`config.mk`:
```
export PLATFORM = sky130hd
export DESIGN_NAME = cdb_arbiter
export DESIGN_NICKNAME = d
export VERILOG_FILES = /design/src/rtl/cdb_arbiter.sv
export SDC_FILE = /design/constraint.sdc
export NUM_CORES = 1
export LEC_CHECK = 0
export CAP_MARGIN = 10
export CORE_UTILIZATION = 35
export DETAILED_ROUTE_END_ITERATION = 16
export PLACE_DENSITY = 0.88
export SYNTH_ARGS = -nofsm -noshare
export SYNTH_HDL_FRONTEND = slang
export SYNTH_SLANG_ARGS = --single-unit
export TNS_END_PERCENT = 30
```
`constraint.sdc`:
```
create_clock -name i_clk -period 2.61 [get_ports i_clk]
set_input_delay 0.522 -clock i_clk [delete_from_list [all_inputs] [get_ports i_clk]]
set_output_delay 0.522 -clock i_clk [all_outputs]
set_load 0.05 [all_outputs]
```
`src/rtl/cdb_arbiter.sv`:
```
// cdb_arbiter: round-robin CDB grant, one-cycle-later result capture and registered broadcast.
// Branch flush drops grants, pending ownership and the beat in flight.
module cdb_arbiter #(
    parameter int N_REQ  = 4,
    parameter int TAG_W  = 8,
    parameter int DATA_W = 32
) (
    input  logic                      i_clk,
    input  logic                      i_rst_n,
    input  logic                      i_br,
    input  logic [N_REQ-1:0]          i_req,
    input  logic [N_REQ-1:0]          i_in_valid,
    input  logic [N_REQ*TAG_W-1:0]    i_in_index,
    input  logic [N_REQ*DATA_W-1:0]   i_in_result,
    output logic [N_REQ-1:0]          o_grnt,
    output logic                      o_cdb_valid,
    output logic [TAG_W-1:0]          o_cdb_index,
    output logic [DATA_W-1:0]         o_cdb_result,
    output logic                      o_proto_err
);
    localparam int PW = $clog2(N_REQ);

    logic [N_REQ-1:0]  r_grnt;
    logic [PW-1:0]     r_gidx;
    logic [PW-1:0]     r_ptr;
    logic              r_pend_valid;
    logic [PW-1:0]     r_pend_owner;
    logic              r_flush;
    logic              r_cdb_valid;
    logic [TAG_W-1:0]  r_cdb_index;
    logic [DATA_W-1:0] r_cdb_result;
    logic              r_err;

    logic              w_found;
    logic [PW-1:0]     w_idx;
    logic [PW-1:0]     w_sel;
    logic [PW-1:0]     w_nxt;
    logic [N_REQ-1:0]  w_own;
    logic              w_bad;
    logic [TAG_W-1:0]  w_tag;
    logic [DATA_W-1:0] w_res;
    logic              w_hit;

    // First requester at or after the pointer, wrapping modulo N_REQ
    always_comb begin
        w_found = 1'b0;
        w_sel   = r_ptr;
        w_idx   = '0;
        for (int k = 0; k < N_REQ; k++) begin
            w_idx = PW'((int'(r_ptr) + k) % N_REQ);
            if (!w_found && i_req[w_idx]) begin
                w_found = 1'b1;
                w_sel   = w_idx;
            end
        end
    end

    assign w_nxt = PW'((int'(w_sel) + 1) % N_REQ);
    assign w_own = r_pend_valid ? (N_REQ'(1) << r_pend_owner) : '0;
    assign w_bad = |(i_in_valid & ~w_own);
    assign w_tag = i_in_index[r_pend_owner*TAG_W +: TAG_W];
    assign w_res = i_in_result[r_pend_owner*DATA_W +: DATA_W];
    // Tag 0 means "no tag", so such a result is never broadcast
    assign w_hit = r_pend_valid && i_in_valid[r_pend_owner] && (w_tag != '0);

    always_ff @(posedge i_clk or negedge i_rst_n) begin
        if (!i_rst_n) begin
            r_grnt       <= '0;
            r_gidx       <= '0;
            r_ptr        <= '0;
            r_pend_valid <= 1'b0;
            r_pend_owner <= '0;
            r_flush      <= 1'b0;
            r_cdb_valid  <= 1'b0;
            r_cdb_index  <= '0;
            r_cdb_result <= '0;
            r_err        <= 1'b0;
        end else begin
            // Results from units whose grant was flushed arrive one cycle later and are not errors
            if (w_bad && !r_flush)
                r_err <= 1'b1;
            r_flush <= i_br;
            if (i_br) begin
                r_grnt       <= '0;
                r_ptr        <= '0;
                r_pend_valid <= 1'b0;
                r_cdb_valid  <= 1'b0;
                r_cdb_index  <= '0;
                r_cdb_result <= '0;
            end else begin
                r_grnt       <= w_found ? (N_REQ'(1) << w_sel) : '0;
                r_gidx       <= w_sel;
                r_ptr        <= w_found ? w_nxt : r_ptr;
                r_pend_valid <= |r_grnt;
                r_pend_owner <= r_gidx;
                r_cdb_valid  <= w_hit;
                r_cdb_index  <= w_hit ? w_tag : '0;
                r_cdb_result <= w_hit ? w_res : '0;
            end
        end
    end

    assign o_grnt       = r_grnt;
    assign o_cdb_valid  = r_cdb_valid;
    assign o_cdb_index  = r_cdb_index;
    assign o_cdb_result = r_cdb_result;
    assign o_proto_err  = r_err;
endmodule

```
=== Word-level counts from Yosys, hierarchy flattened ===
Index checks and enable logic that the tools add are counted.
Widths: inputs -> output; s select.

* Add/sub/neg operators: 4
* Shifts and indexed selects: 4
* Bitwise operators: 2
* Muxes and demuxes: 28
* Reductions and logical operators: 14
* Magnitude comparators: 5

{| class="wikitable"
|+ Operators by type and width
! cell !! number
|-
| $shiftx 128x8->32 || 1
|-
| $mux 32 || 2
|-
| $shiftx 32x6->8 || 1
|-
| $mux 8 || 2
|-
| $lt 2x3->1 const B || 5
|-
| $mux 4 || 3
|-
| $mux 1 || 11
|-
| $bmux 1 s2 || 5
|-
| $mux 2 || 5
|-
| $reduce_bool 8->1 || 1
|-
| $reduce_or 4->1 || 2
|-
| $shl 1x2->4 const A || 2
|-
| $logic_and 1x1->1 || 6
|-
| $add 2x1->2 const B || 2
|-
| $add 2x2->2 const B || 2
|-
| $and 4x4->4 || 1
|-
| $logic_not 1->1 || 4
|-
| $not 4->4 || 1
|-
| $reduce_bool 2->1 || 1
|}

* Flip-flop bits (word level): 54
* Logic and storage cells: 67
* Bits of input ports: 171

=== Depth between registers and ports, before layout ===
Gate-level depths: netlist of the first run.

* Depth after elaboration: 15
* Gate-level depth with buffers: 7

=== Worst setup path before layout of the first run ===
OpenSTA, ideal clock, no wires.

* Path type: input-to-reg
* From: input i_in_index[30]
* To: register r_cdb_result[10], in the netlist o_cdb_result[10]
* Buffers on the path: 1
* Cell stages on the path: 5
* Path slack: 793 ps
* Arrival time: 1701 ps
* Library setup time: 117 ps
* Cells stage by stage: mux4_2 nor4_2 a21oi_2 buf_6 and2_4

* Word-level cells in the longest chain between the ends: 5

{| class="wikitable"
|+ RTL lines
! element !! RTL line !! RTL
|-
| start, declared || 13 || <nowiki>input logic [N_REQ*TAG_W-1:0] i_in_index,</nowiki>
|-
| $shiftx 32x6->8 || 61 || <nowiki>assign w_tag = i_in_index[r_pend_owner*TAG_W +: TAG_W];</nowiki>
|-
| $reduce_bool 8->1 || 64 || <nowiki>assign w_hit = r_pend_valid && i_in_valid[r_pend_owner] && (w_tag != '0);</nowiki>
|-
| $logic_and 1x1->1 || 64 ||
|-
| $mux 32 || 98 || <nowiki>r_cdb_result <= w_hit ? w_res : '0;</nowiki>
|-
| $mux 32 || 83 || <nowiki>if (i_br) begin</nowiki>
|-
| end signal, assigned || 98 ||
|-
| end, declared || 31 || <nowiki>logic [DATA_W-1:0] r_cdb_result;</nowiki>
|}

Every way passes these cells.
A chain may end at the register's enable or synchronous reset.

=== Worst setup path in the final report of the first run ===
* From: register r_pend_owner[0]
* To: register r_cdb_result[0], in the netlist o_cdb_result[0]

* Word-level cells in the longest chain between the ends: 6
* Elaborated cells between the ends (all ways): 9
* Classes of those cells: shift: 2; mux: 4; reduce/logical: 3

{| class="wikitable"
|+ RTL lines
! element !! RTL line !! RTL
|-
| start, declared || 27 || <nowiki>logic [PW-1:0] r_pend_owner;</nowiki>
|-
| start signal, assigned || 95 || <nowiki>r_pend_owner <= r_gidx;</nowiki>
|-
| parallel branches: the longest is 4 deep, another holds $shiftx 32x6->8 || - ||
|-
| $mux 32 (*) || 98 ||
|-
| $mux 32 (*) || 83 ||
|}

Mark *: on every way between the ends. The select of a mux whose other input is x is not followed.

==> summary.md, run 1 <==
The run finished with clean final reports. Among all flip-flop cells after synthesis, the most frequent one is sky130_fd_sc_hd__dfrtp_1. The ratio of cells with drive above 1 in the final layout was 21.3%. TritonCTS built the clock tree.

The async set-reset flop share out of synthesis was 100%; the diode insertion count for antenna repair was 0. The number of clock buffers inserted by TritonCTS came out at 5. Critical path launch point type: a flop. IR analysis of the VDD net gives a maximum drop of 268 uV.

Once the clock tree was built, the setup fixing pass inserted 0 buffers. The top-area cell type share of the netlist area is 44.1%. The count of max-cap constraint violations was 0. The number of different library cells in the post-synthesis netlist came out at 34. The count of cells in the finished layout, fillers not included, comes to 523. Across the routed clock network, the largest skew measured is 0.00461 ns. Walking the worst path, the cells encountered are buf_4 -> mux4_1 -> and2_1.

Measured against its own limit, the worst slew margin works out to 56.1%. The tools report the net total in the final layout as 592. The hold violation total from the final report was 0; the static leakage power was 2.21 nW.

The run gives 7550 um as the sum of net half-perimeters after detailed placement. The die is 95.6 um tall. By count the netlist is led by sky130_fd_sc_hd__dfrtp_1 (54), sky130_fd_sc_hd__mux4_2 (38), sky130_fd_sc_hd__and2_4 (29).

After detailed routing, the total wire length is 9090 um. Wire length of the first global-routing pass: 13,600 um. The met1 usage is 21.7%. The cell family contributing the most delay on the critical path is multiplexers. Setup violations remaining at the end of the flow were counted as 0. After detailed routing, the average wire length per cell comes to 17.4 um.

Summing every instance area after synthesis gives 3060 um^2. The number of slew-limit violations in the final report was 0. The routing usage on met2 was 39.0%.

Data on the critical path is required at its endpoint by 2.81 ns. Sequential cells were found to cover 44.1% of the synthesized design area. Final hold analysis gives a worst-case slack of 0.236 ns. The portion of the clock cycle consumed by the worst path in the final layout came out at 79.4%. The number of placed instances, taps included, is 515.

Power per cell area: 502 nW/um^2. The worst setup path is of the reg2reg kind. The global route total overflow is 0.

The critical-path maximum fanout was 35. The number of synthesized flops with an enable pin is 0, and the maximum number of pins on one net before global-route repair is 36. Most utilized layer in the global route result: met2. The tools report the post-synthesis net count as 377.

The transition time at the pin with the least slew margin came out at 0.659 ns. The element type at the critical path end is a flop. For this block, the initial DRC count from the detailed router was 53. Subtracting the final worst setup slack from the clock period gives 2.07 ns.

Clock tree root buffer cell: sky130_fd_sc_hd__clkbuf_8. For this run, the slowest stage of the critical path takes 0.63 ns. Setup repair after global routing left no endpoint under its margin. Via density per instance: 4.90. Relative to the synthesized area, the layout overhead comes to 76.8%. In this run the worst hold path is classified as in2async.

Global routing used 20.1% of the available tracks across all layers. The tools report the power consumption as 2.72 mW. The number of buffers and inverters on the critical path was 1; the clock network latency to the later pin of the worst-skew pair was 0.30 ns. Data arrives at the worst endpoint at 2.27 ns. For met3 alone, demand over resource in global routing was 3.83%.

CTS saw 54 sinks. The most frequent cell after synthesis is sky130_fd_sc_hd__dfrtp_1. The number of optimization iterations in the first detailed-route pass was 4; the maximum number of buffers from clock root to sink was 2.

For the DRC violation count after routing, the log shows 0. The run gives 2,564 as the via total after detailed routing. The mean cell area of the mapped netlist is 15.2 um^2. The count of buffers added on input and output ports is 216.

The total area inside the core boundary comes to 8340 um^2. Synthesis produced a netlist whose cell count is 202. The number of hold buffers added after CTS was 0.

The final standard cell utilization of the core came out at 64.9%. sky130_fd_sc_hd__dfrtp_1 takes more of the synthesized area than any other cell. Once the floorplan was initialized, standard cells occupied 36.7% of the core. In this run, post-CTS repair resized a total of 0 instances. In this run the remaining antenna-violating nets after routing total 0. Routability-driven placement finished with a final weighted congestion of 0.722.

The largest individual stage delay along the critical path comes from the cell sky130_fd_sc_hd__mux4_1. The overall die width is 95.6 um, and the highest clock rate is 482 MHz. The logs give 0 for the initial antenna violation count and 217 for the I/O pin total. Synthesis inferred 54 register bits. During synthesis, Yosys emitted a total of 0 warnings. In the post-synthesis netlist, the biggest area contributors are sky130_fd_sc_hd__dfrtp_1 (44%), sky130_fd_sc_hd__mux4_2 (28%), sky130_fd_sc_hd__and2_4 (8.3%), sky130_fd_sc_hd__mux4_1 (2.6%), sky130_fd_sc_hd__nor2b_1 (2.0%). The die area was 9130 um^2.

The via count of the first global-routing pass was 2,764; the row count was 33. After routing, the total negative slack on setup checks comes to 0 ns. The H-tree was split into 2 levels. After clock tree synthesis, the clock-pin slew on the worst setup and hold paths is 0.09 ns.
[metal layers]
metal  share of wire (%)  vias to the layer above
li1                    -                     1186
met1                  36                     1251
met2                  56                      111
met3                 6.7                       16
met4                 1.9                        0
met5                   0                        -
[worst register-to-register path: stages, from the launching register on]
cell,delay (ns)
sky130_fd_sc_hd__dfrtp_2,0.56
sky130_fd_sc_hd__buf_4,0.61
sky130_fd_sc_hd__mux4_1,0.65
sky130_fd_sc_hd__and2_1,0.17
[registers in the layout, indices dropped and copies added, names as in the netlist]
signal / flops
o_cdb_index: 8
r_pend_valid: 1
o_proto_err: 1
o_cdb_valid: 1
r_gidx: 2
r_pend_owner: 2
r_flush: 1
o_grnt: 4
o_cdb_result: 32
r_ptr: 2
[layout make-up]
cell class | count | area (um^2)
clock buffers | 7 | 86.3
repair buffers | 222 | 2230
inverters | 6 | 22.5
fillers | 661 | 2930
well taps | 105 | 131
clock inverters | 1 | 5.00
multi-input cells | 128 | 1590
flip-flops and latches | 54 | 1350
[where the power goes]
part | switching [mW] | internal [mW]
clock | 0.255 | 0.215
sequential | 0.0680 | 0.908
combinational | 0.542 | 0.731
[cell usage in the layout, fill, tap and decap left out, types with 4 or more instances in the layout]
cell / n
sky130_fd_sc_hd__dfrtp_1: 52
sky130_fd_sc_hd__buf_4: 4
sky130_fd_sc_hd__clkbuf_8: 6
sky130_fd_sc_hd__clkdlybuf4s50_1: 215
sky130_fd_sc_hd__inv_1: 5
sky130_fd_sc_hd__mux4_2: 38
sky130_fd_sc_hd__nor2b_1: 10
sky130_fd_sc_hd__ha_1: 4
sky130_fd_sc_hd__nor2_1: 11
sky130_fd_sc_hd__and3_1: 4
sky130_fd_sc_hd__and2_4: 29
[final timing paths]
kind                                       from               to  slack [ns]  depth (start not counted)
worst min register to register          r_flush      o_proto_err        0.43                          1
min in group i_clk                      r_flush      o_proto_err        0.43                          1
worst min-delay path                    i_rst_n   o_cdb_index[2]        0.24                          1
worst max register to register  r_pend_owner[0]  o_cdb_result[0]        0.54                          3
max in group asynchronous               i_rst_n  r_pend_owner[1]        1.79                          2
worst max-delay path            r_pend_owner[0]  o_cdb_result[0]        0.54                          3
[metrics by stage]
step	setup slack (ns)	area, um^2
floorplan	0.793	3060
global placement	0.262	5320
detailed placement	0.214	5320
CTS	0.471	5420
global route	0.347	5420
finish	0.537	5420
[cell families after synthesis]
| kind of cell | Yosys count | share of synthesized area [%] |
|---|---|---|
| AOI/OAI and AO/OA | 15 | 3.51 |
| DFF | 54 | 44.1 |
| buffers and inverters | 20 | 4.00 |
| and+or+nand+nor | 64 | 14.8 |
| muxes | 45 | 31.9 |
| adders and majority gates | 4 | 1.63 |
Power figures use the tool's default switching activity.
==> run 2: changes to the inputs <==
- CORE_UTILIZATION: 35 -> 32
- PLACE_DENSITY: 0.88 -> 0.85
- clock period: 2.61 -> 1.85 ns (I/O delays scaled with it)
==> run 2 against run 1 <==
The flow now finishes with violations (negative setup slack). Count of clock-buffer cells in the layout fell by 1. Critical path depth rose by 3. Sequential cell count did not move. Setup slack got worse by 0.61 ns. Utilization fell by 4.8 points. Worst hold slack got worse by 0.19 ns. Non-clock buffer count rose by 17. Clock power rose by 46%. Routed wire length rose by 5.4%.
==> summary.md, run 2 (synthesis results as in run 1) <==
The diode insertion count for antenna repair is 0, and the clock network latency to the later pin of the worst-skew pair is 0.31 ns. The via total after detailed routing is 2,639, and the number of buffers and inverters on the critical path is 2. STA classifies the critical path startpoint as a flop. In this design, the largest share of critical-path delay is due to multiplexers. Element type at the critical path end: a flop. STA puts the critical path data arrival time at 2.13 ns. The run gives 7750 um as the sum of net half-perimeters after detailed placement. The via density per instance was 4.68; the row count was 35.

Routability-driven placement finished with a final weighted congestion of 0.766. In this run the static leakage power is 2.57 nW. The clock tree synthesis step divided the H-tree into 2 levels. Static timing analysis puts the maximum clock frequency at 520 MHz. The die covers 9970 um^2. The post-route worst setup slack came out at -0.0738 ns. Among the stages of the critical path, the cell type that occurs most often is sky130_fd_sc_hd__buf_12. For the fraction of power consumed by sequential logic, the log shows 33.9%. The count of nets left with antenna violations once routing finished came out at 0. The clock arrives with 0.0135 ns of skew. Wires add up to 9580 um. During placement, the flow inserted port buffers numbering 216. Of all nets on the critical path, the largest fanout is 33. Cell internal power was estimated by the tool at 2.70 mW. The run gives 2.05 ns as the data required time at the worst endpoint.

At the pin with the least slew margin, the transition time is 0.515 ns. Leaving out fill and tap cells, the most frequent cells in the layout are sky130_fd_sc_hd__clkdlybuf4s50_1 (172), sky130_fd_sc_hd__dfrtp_1 (52), sky130_fd_sc_hd__buf_4 (51), sky130_fd_sc_hd__mux4_2 (39), sky130_fd_sc_hd__and2_4 (30). The library cell used most frequently in the layout, excluding fill and tap cells, is sky130_fd_sc_hd__clkdlybuf4s50_1.

Number of flip-flops under the largest register name: 32. For the maximum resistive drop on vdd, the log shows 423 uV. The via count of the first global-routing pass was 2,950.

Cells fill 60.1% of the core in the end. The final reports fail on negative setup slack. The slowest stage of the critical path belongs to the cell sky130_fd_sc_hd__mux4_2.

Standard cell core area: 9240 um^2. Number of slew-limit violations in the final report: 0. The TritonCTS sink count is 54. Synthesis-to-layout area growth: 81.4%. The first global-routing pass estimated 14,900 um of wire.

In this run, the combinational gates consume 48.9% of the power. The number of clock buffers inserted by TritonCTS is 5. After global routing the overflow that remains totals 0.

The worst slew margin relative to its limit was 65.6%; the power per cell area was 721 nW/um^2. The overall die width is 99.8 um. Setup repair after global routing could not meet its margin everywhere. Fraction of power spent switching nets: 32.5%. Setup violations remaining at the end of the flow were counted as 32. Traced cell by cell, the critical path runs through buf_12 -> mux4_2 -> nor4_4 -> a21oi_2 -> buf_12 -> and2_4. For the power consumption, the log shows 4.00 mW. In the finished design, the share of the clock period the worst path needs comes to 104%.

Entering global routing, the biggest net connects 55 pins. The net total in the final layout was 609. For this run, the slowest stage of the critical path takes 0.54 ns. Global routing used 19.6% of the available tracks across all layers. The analysis attributes to net switching a power of 1.30 mW. The clock power share was 17.2%; the ratio of cells with drive above 1 in the final layout was 32.9%. The clock transition at the registers of the reported paths is 0.09 ns. The die is 99.8 um tall. The DRC violation count after routing is 0, and the post-layout minimum cycle time is 1.92 ns.

The logs give 2 for the maximum number of buffers from clock root to sink and 4 for the number of optimization iterations in the first detailed-route pass. TritonCTS built the clock tree. For this configuration, the core starts out at a cell density of 33.1%. Across the run, the number of max-cap violations was 0. The kind of critical path was reg2reg. The run gives 35 as the starting DRC count in detailed routing. The final routed wire length divided by cell count is 17.0 um. Clock tree root buffer cell: sky130_fd_sc_hd__clkbuf_8. The worst min-delay path class was in2async.

The initial antenna violation count was 0. The run finished, with violations left. The I/O pin total is 217. Hold violation total from the final report: 0.
==> run 2: what timing repair did <==
action,in CTS,in global routing
endpoints found under the setup margin,33,47
cloned,0,0
pin swaps,0,1
setup buffers,2,0
gates resized for setup,3,14
hold buffers,0,0
==> run 2: layout make-up <==
| type | instances | area (um^2) |
|---|---|---|
| multi-input cells | 128 | 1610 |
| fillers | 730 | 3680 |
| well taps | 129 | 161 |
| flip-flops and latches | 54 | 1350 |
| clock inverters | 2 | 12.5 |
| clock buffers | 6 | 82.6 |
| inverters | 6 | 22.5 |
| repair buffers | 239 | 2320 |
==> run 2: power groups by stage <==
stage          combinational, mW  clock, mW  sequential [mW]
2_1_floorplan              0.980          0             1.58
3_3_place_gp                1.86          0             1.40
3_5_place_dp                1.90          0             1.40
4_1_cts                     1.98      0.719             1.36
5_1_grt                     2.09      0.768             1.37
6_report                    1.96      0.687             1.36
==> run 2: stage by stage <==
step	TNS (ns)	cells	instance area, um^2	hold WS (ns)	worst slack, ns
after global routing	-4.42	564	5560	0.0577	-0.155
after detailed placement	-11.57	554	5390	0.392	-0.339
final	-2.18	564	5560	0.0504	-0.0738
after global placement	-10.05	554	5390	0.389	-0.307
after CTS	-1.70	564	5520	0.0522	-0.0699
after floorplan	0	202	3060	0.0744	0.0374
==> run 2: layer usage <==
| metal | global-route usage, % | vias to the layer above | part of all wire (%) |
|---|---|---|---|
| met3 | 5.08 | 13 | 7.4 |
| met1 | 21.5 | 1296 | 35 |
| met2 | 37.8 | 112 | 57 |
| met5 | 0 | - | 0 |
| li1 | - | 1218 | - |
| met4 | 3.96 | 0 | 1.2 |
==> run 2: worst paths after layout <==
path | startpoint | endpoint | slack [ns] | cells after the start
worst max register to register | r_pend_owner[0] | o_cdb_result[26] | -0.07 | 6
worst min-delay path | i_rst_n | o_cdb_result[14] | 0.05 | 2
min in group i_clk | r_flush | o_proto_err | 0.44 | 1
worst min register to register | r_flush | o_proto_err | 0.44 | 1
worst max-delay path | r_pend_owner[0] | o_cdb_result[26] | -0.07 | 6
max in group asynchronous | i_rst_n | r_pend_owner[1] | 1.53 | 2
==> run 3: changes to the inputs <==
- CAP_MARGIN: 10 -> default
- GPL_TIMING_DRIVEN: default -> 0
==> run 3 against run 2 <==
The run still ends with negative setup slack left. Setup slack worse by 0.091 ns. Critical path type unchanged. Total power down 0.73%. Routed wire length down 1.5%. Clock skew down 0.0043 ns. Combinational power up 3%. Sequential share of layout area down 0.36 points. Count of clock-buffer cells in the layout down 1. Die area unchanged.
==> summary.md, run 3 (synthesis results as in run 1) <==
The tools report the initial antenna violation count as 0. For this block, the routed nets add up to 9440 um of wire. The count of port buffers added during placement is 216.

In this run, the clock network consumes 16.0% of the power. Setup violations remaining at the end of the flow were counted as 33. In this run the count of I/O pins placed on the die edge is 217. At the later pin of the worst-skew pair, clock insertion delay measures 0.30 ns.

The critical path goes through buf_6 -> buf_12 -> mux4_2 -> nor4_4 -> a21oi_4 -> buf_6 -> and2_4. The worst register-to-register path has a depth of 7. The via density per instance is 4.74.

Among the stages of the critical path, the cell type that occurs most often is sky130_fd_sc_hd__buf_6. The tools report the static leakage power as 2.73 nW. The post-route worst setup slack is -0.165 ns, and the count of max-cap constraint violations is 0. The number of cells after detailed placement is 548, and the diode insertion count for antenna repair is 0. End of the worst register-to-register path: o_cdb_result[11]. The register with the most flip-flops in the layout has 32 of them. The HPWL after detailed placement is 7920 um.

The critical path endpoint was o_cdb_result[11]. For the post-route antenna net violation count, the log shows 0. The portion of the clock cycle consumed by the worst path in the final layout is 109%, and the net total in the final layout is 605. For this run, the detailed router's first-pass iteration total came to 4.

The worst hold path belongs to the class in2async. The maximum resistive drop on vdd is 448 uV. After routing the design area is 5640 um^2. In this run, the number of DRC markers left after iteration 0 of detailed routing was 39.

The cell type of the slowest stage on the worst timing path was sky130_fd_sc_hd__mux4_2. The congestion estimate from routability-driven global placement came to 0.801. Relative to the synthesized area, the layout overhead comes to 84.0%. The arrival time at the worst endpoint was 2.21 ns. At the pin with the least slew margin, the transition time is 0.567 ns. The flow ran to the end, but the final reports show violations. Cells with a size suffix above 1 make up 23.7% of the layout. For this run, design rule violations remaining after detail routing come to 0. The tools report the global route total overflow as 0. The count of cells in the finished layout, fillers not included, comes to 559. The tools report the launch point of the worst path as r_pend_owner[0]. The top cell types in the final layout, fill and taps aside, are sky130_fd_sc_hd__clkdlybuf4s50_1 (183), sky130_fd_sc_hd__dfrtp_1 (53), sky130_fd_sc_hd__mux4_2 (38), sky130_fd_sc_hd__and2_4 (29), sky130_fd_sc_hd__dlymetal6s2s_1 (24). The tools report the minimum setup slack after placement as -0.550 ns. For this design, the CTS-stage hold fixing added 0 buffers.

The wire length of the first global-routing pass was 14,400 um. From left edge to right edge, the die measures 99.8 um. In this run the power spent charging and discharging nets is 1.30 mW. The minimum hold slack was 0.0352 ns. The maximum number of pins on one net before global-route repair was 33; the peak per-stage delay on the critical path was 0.52 ns. The standard cell core area was 9240 um^2. The critical path launch point type was a flop. The worst register-to-register path begins at r_pend_owner[0].

The final routed wire length divided by cell count was 16.9 um. Cell internal power was estimated by the tool at 2.67 mW. Clock tree synthesis found a total of 54 sinks.

The post-placement cell area is 5400 um^2. For this run, the share of the core covered by cells in the final layout is 61.0%. The run gives 0 as the hold violation total from the final report. After clock tree synthesis, the clock-pin slew on the worst setup and hold paths is 0.10 ns. The number of clock buffers inserted by TritonCTS was 5. The number of buffers and inverters on the critical path was 3. The root buffer cell chosen for the clock tree is sky130_fd_sc_hd__clkbuf_8. The final reports fail on negative setup slack. Of all nets on the critical path, the largest fanout is 10. The via total after detailed routing is 2,650, and the fraction of power spent switching nets is 32.8%.

The tools report the highest clock rate as 496 MHz. The post-layout minimum cycle time is 2.01 ns, and the worst slew margin relative to its limit is 62.4%. Initial cell density of the core: 33.1%. STA classifies the critical path endpoint as a flop.

The floorplan step defined a die boundary enclosing 9970 um^2. At the worst endpoint, the required time is 2.05 ns. The critical path runs through a total of 7 cells.

The tools report the power share of the combinational group as 50.5%. By startpoint and endpoint, the worst setup path is classified as reg2reg. Counting along the longest clock path gives a buffer depth of 2. In this run the register-to-register setup slack is -0.16 ns.

The most common cell after layout, fill and taps aside is sky130_fd_sc_hd__clkdlybuf4s50_1. The H-tree generated during clock tree synthesis spans 2 levels. The die height was 99.8 um. The run gives 2,984 as the via count of the first global-routing pass. The tools report the row count as 35. TritonCTS built the clock tree. Setup repair after global routing could not meet its margin everywhere.

For the final database, setup skew stands at 0.00912 ns. In this run the power density over the cells is 705 nW/um^2. The dominant delay contributor by cell family on the critical path was multiplexers. Across every metal layer, demand over resource in global routing totals 18.8%. In this run, flip-flops and latches consume 33.5% of the power. Number of slew-limit violations in the final report: 0.
[run 3: changes by cell type in the layout (fill, tap and decap cells not counted), sizes merged]
cell / previous run / this run
buf: 56 / 15
clkinvlp: 1 / 0
inv: 5 / 6
clkbuf: 6 / 10
dlygate4sd2: 0 / 8
clkdlybuf4s50: 172 / 183
dlymetal6s2s: 11 / 24
[run 3: layout make-up]
cell class,instances,area (um^2)
Inverter,6,22.5
Tap cell,129,161
Timing Repair Buffer,221,2270
Sequential cell,54,1350
Clock inverter,2,13.8
Buffer,14,114
Multi-Input combinational cell,128,1630
Clock buffer,5,68.8
Fill cell,742,3600
[run 3: worst reg2reg max path, stage by stage (launching register included)]
cell and delay (ns):
sky130_fd_sc_hd__dfrtp_1 0.35, sky130_fd_sc_hd__buf_6 0.15, sky130_fd_sc_hd__buf_12 0.11, sky130_fd_sc_hd__mux4_2 0.52, sky130_fd_sc_hd__nor4_4 0.33, sky130_fd_sc_hd__a21oi_4 0.14
sky130_fd_sc_hd__buf_6 0.17, sky130_fd_sc_hd__and2_4 0.13
[run 3: through the flow]
| step | power [mW] | TNS [ns] |
|---|---|---|
| finish | 3.97 | -4.79 |
| global route | 4.20 | -6.61 |
| CTS | 4.03 | -5.77 |
| detailed placement | 3.29 | -15.52 |
| global placement | 3.25 | -76.80 |
| floorplan | 2.56 | 0 |
[run 3: metal layers]
metal | vias up | track usage, % | wire [um]
met4 | 0 | 5.20 | 159
met5 | - | 0 | 0
met3 | 14 | 4.74 | 661
met2 | 117 | 36.0 | 5210
met1 | 1305 | 20.4 | 3410
li1 | 1214 | - | -
[run 3: what timing repair did]
action                                  4_1_cts  5_1_grt
pin swaps                                     3        2
setup buffers                                 4        0
resized for setup                            16       29
endpoints found under the setup margin       43       60
[run 3: worst min-delay path by stage]
stage	slack, ns	start	cells past startpoint	end
floorplan	0.07	i_rst_n	0	o_cdb_index[0]
detailed placement	0.38	i_rst_n	1	o_cdb_result[14]
global route	0.05	i_rst_n	1	o_cdb_result[14]
finish	0.04	i_rst_n	1	o_cdb_result[14]
CTS	0.04	i_rst_n	1	o_cdb_result[14]
global placement	0.41	r_flush	1	o_proto_err
[run 3: power groups by stage]
| stage | Clock, mW | Sequential (mW) | Combinational (mW) |
|---|---|---|---|
| after detailed placement | 0 | 1.35 | 1.94 |
| final | 0.637 | 1.33 | 2.01 |
| after floorplan | 0 | 1.58 | 0.980 |
| after global placement | 0 | 1.35 | 1.90 |
| after global routing | 0.720 | 1.34 | 2.14 |
| after CTS | 0.665 | 1.33 | 2.03 |
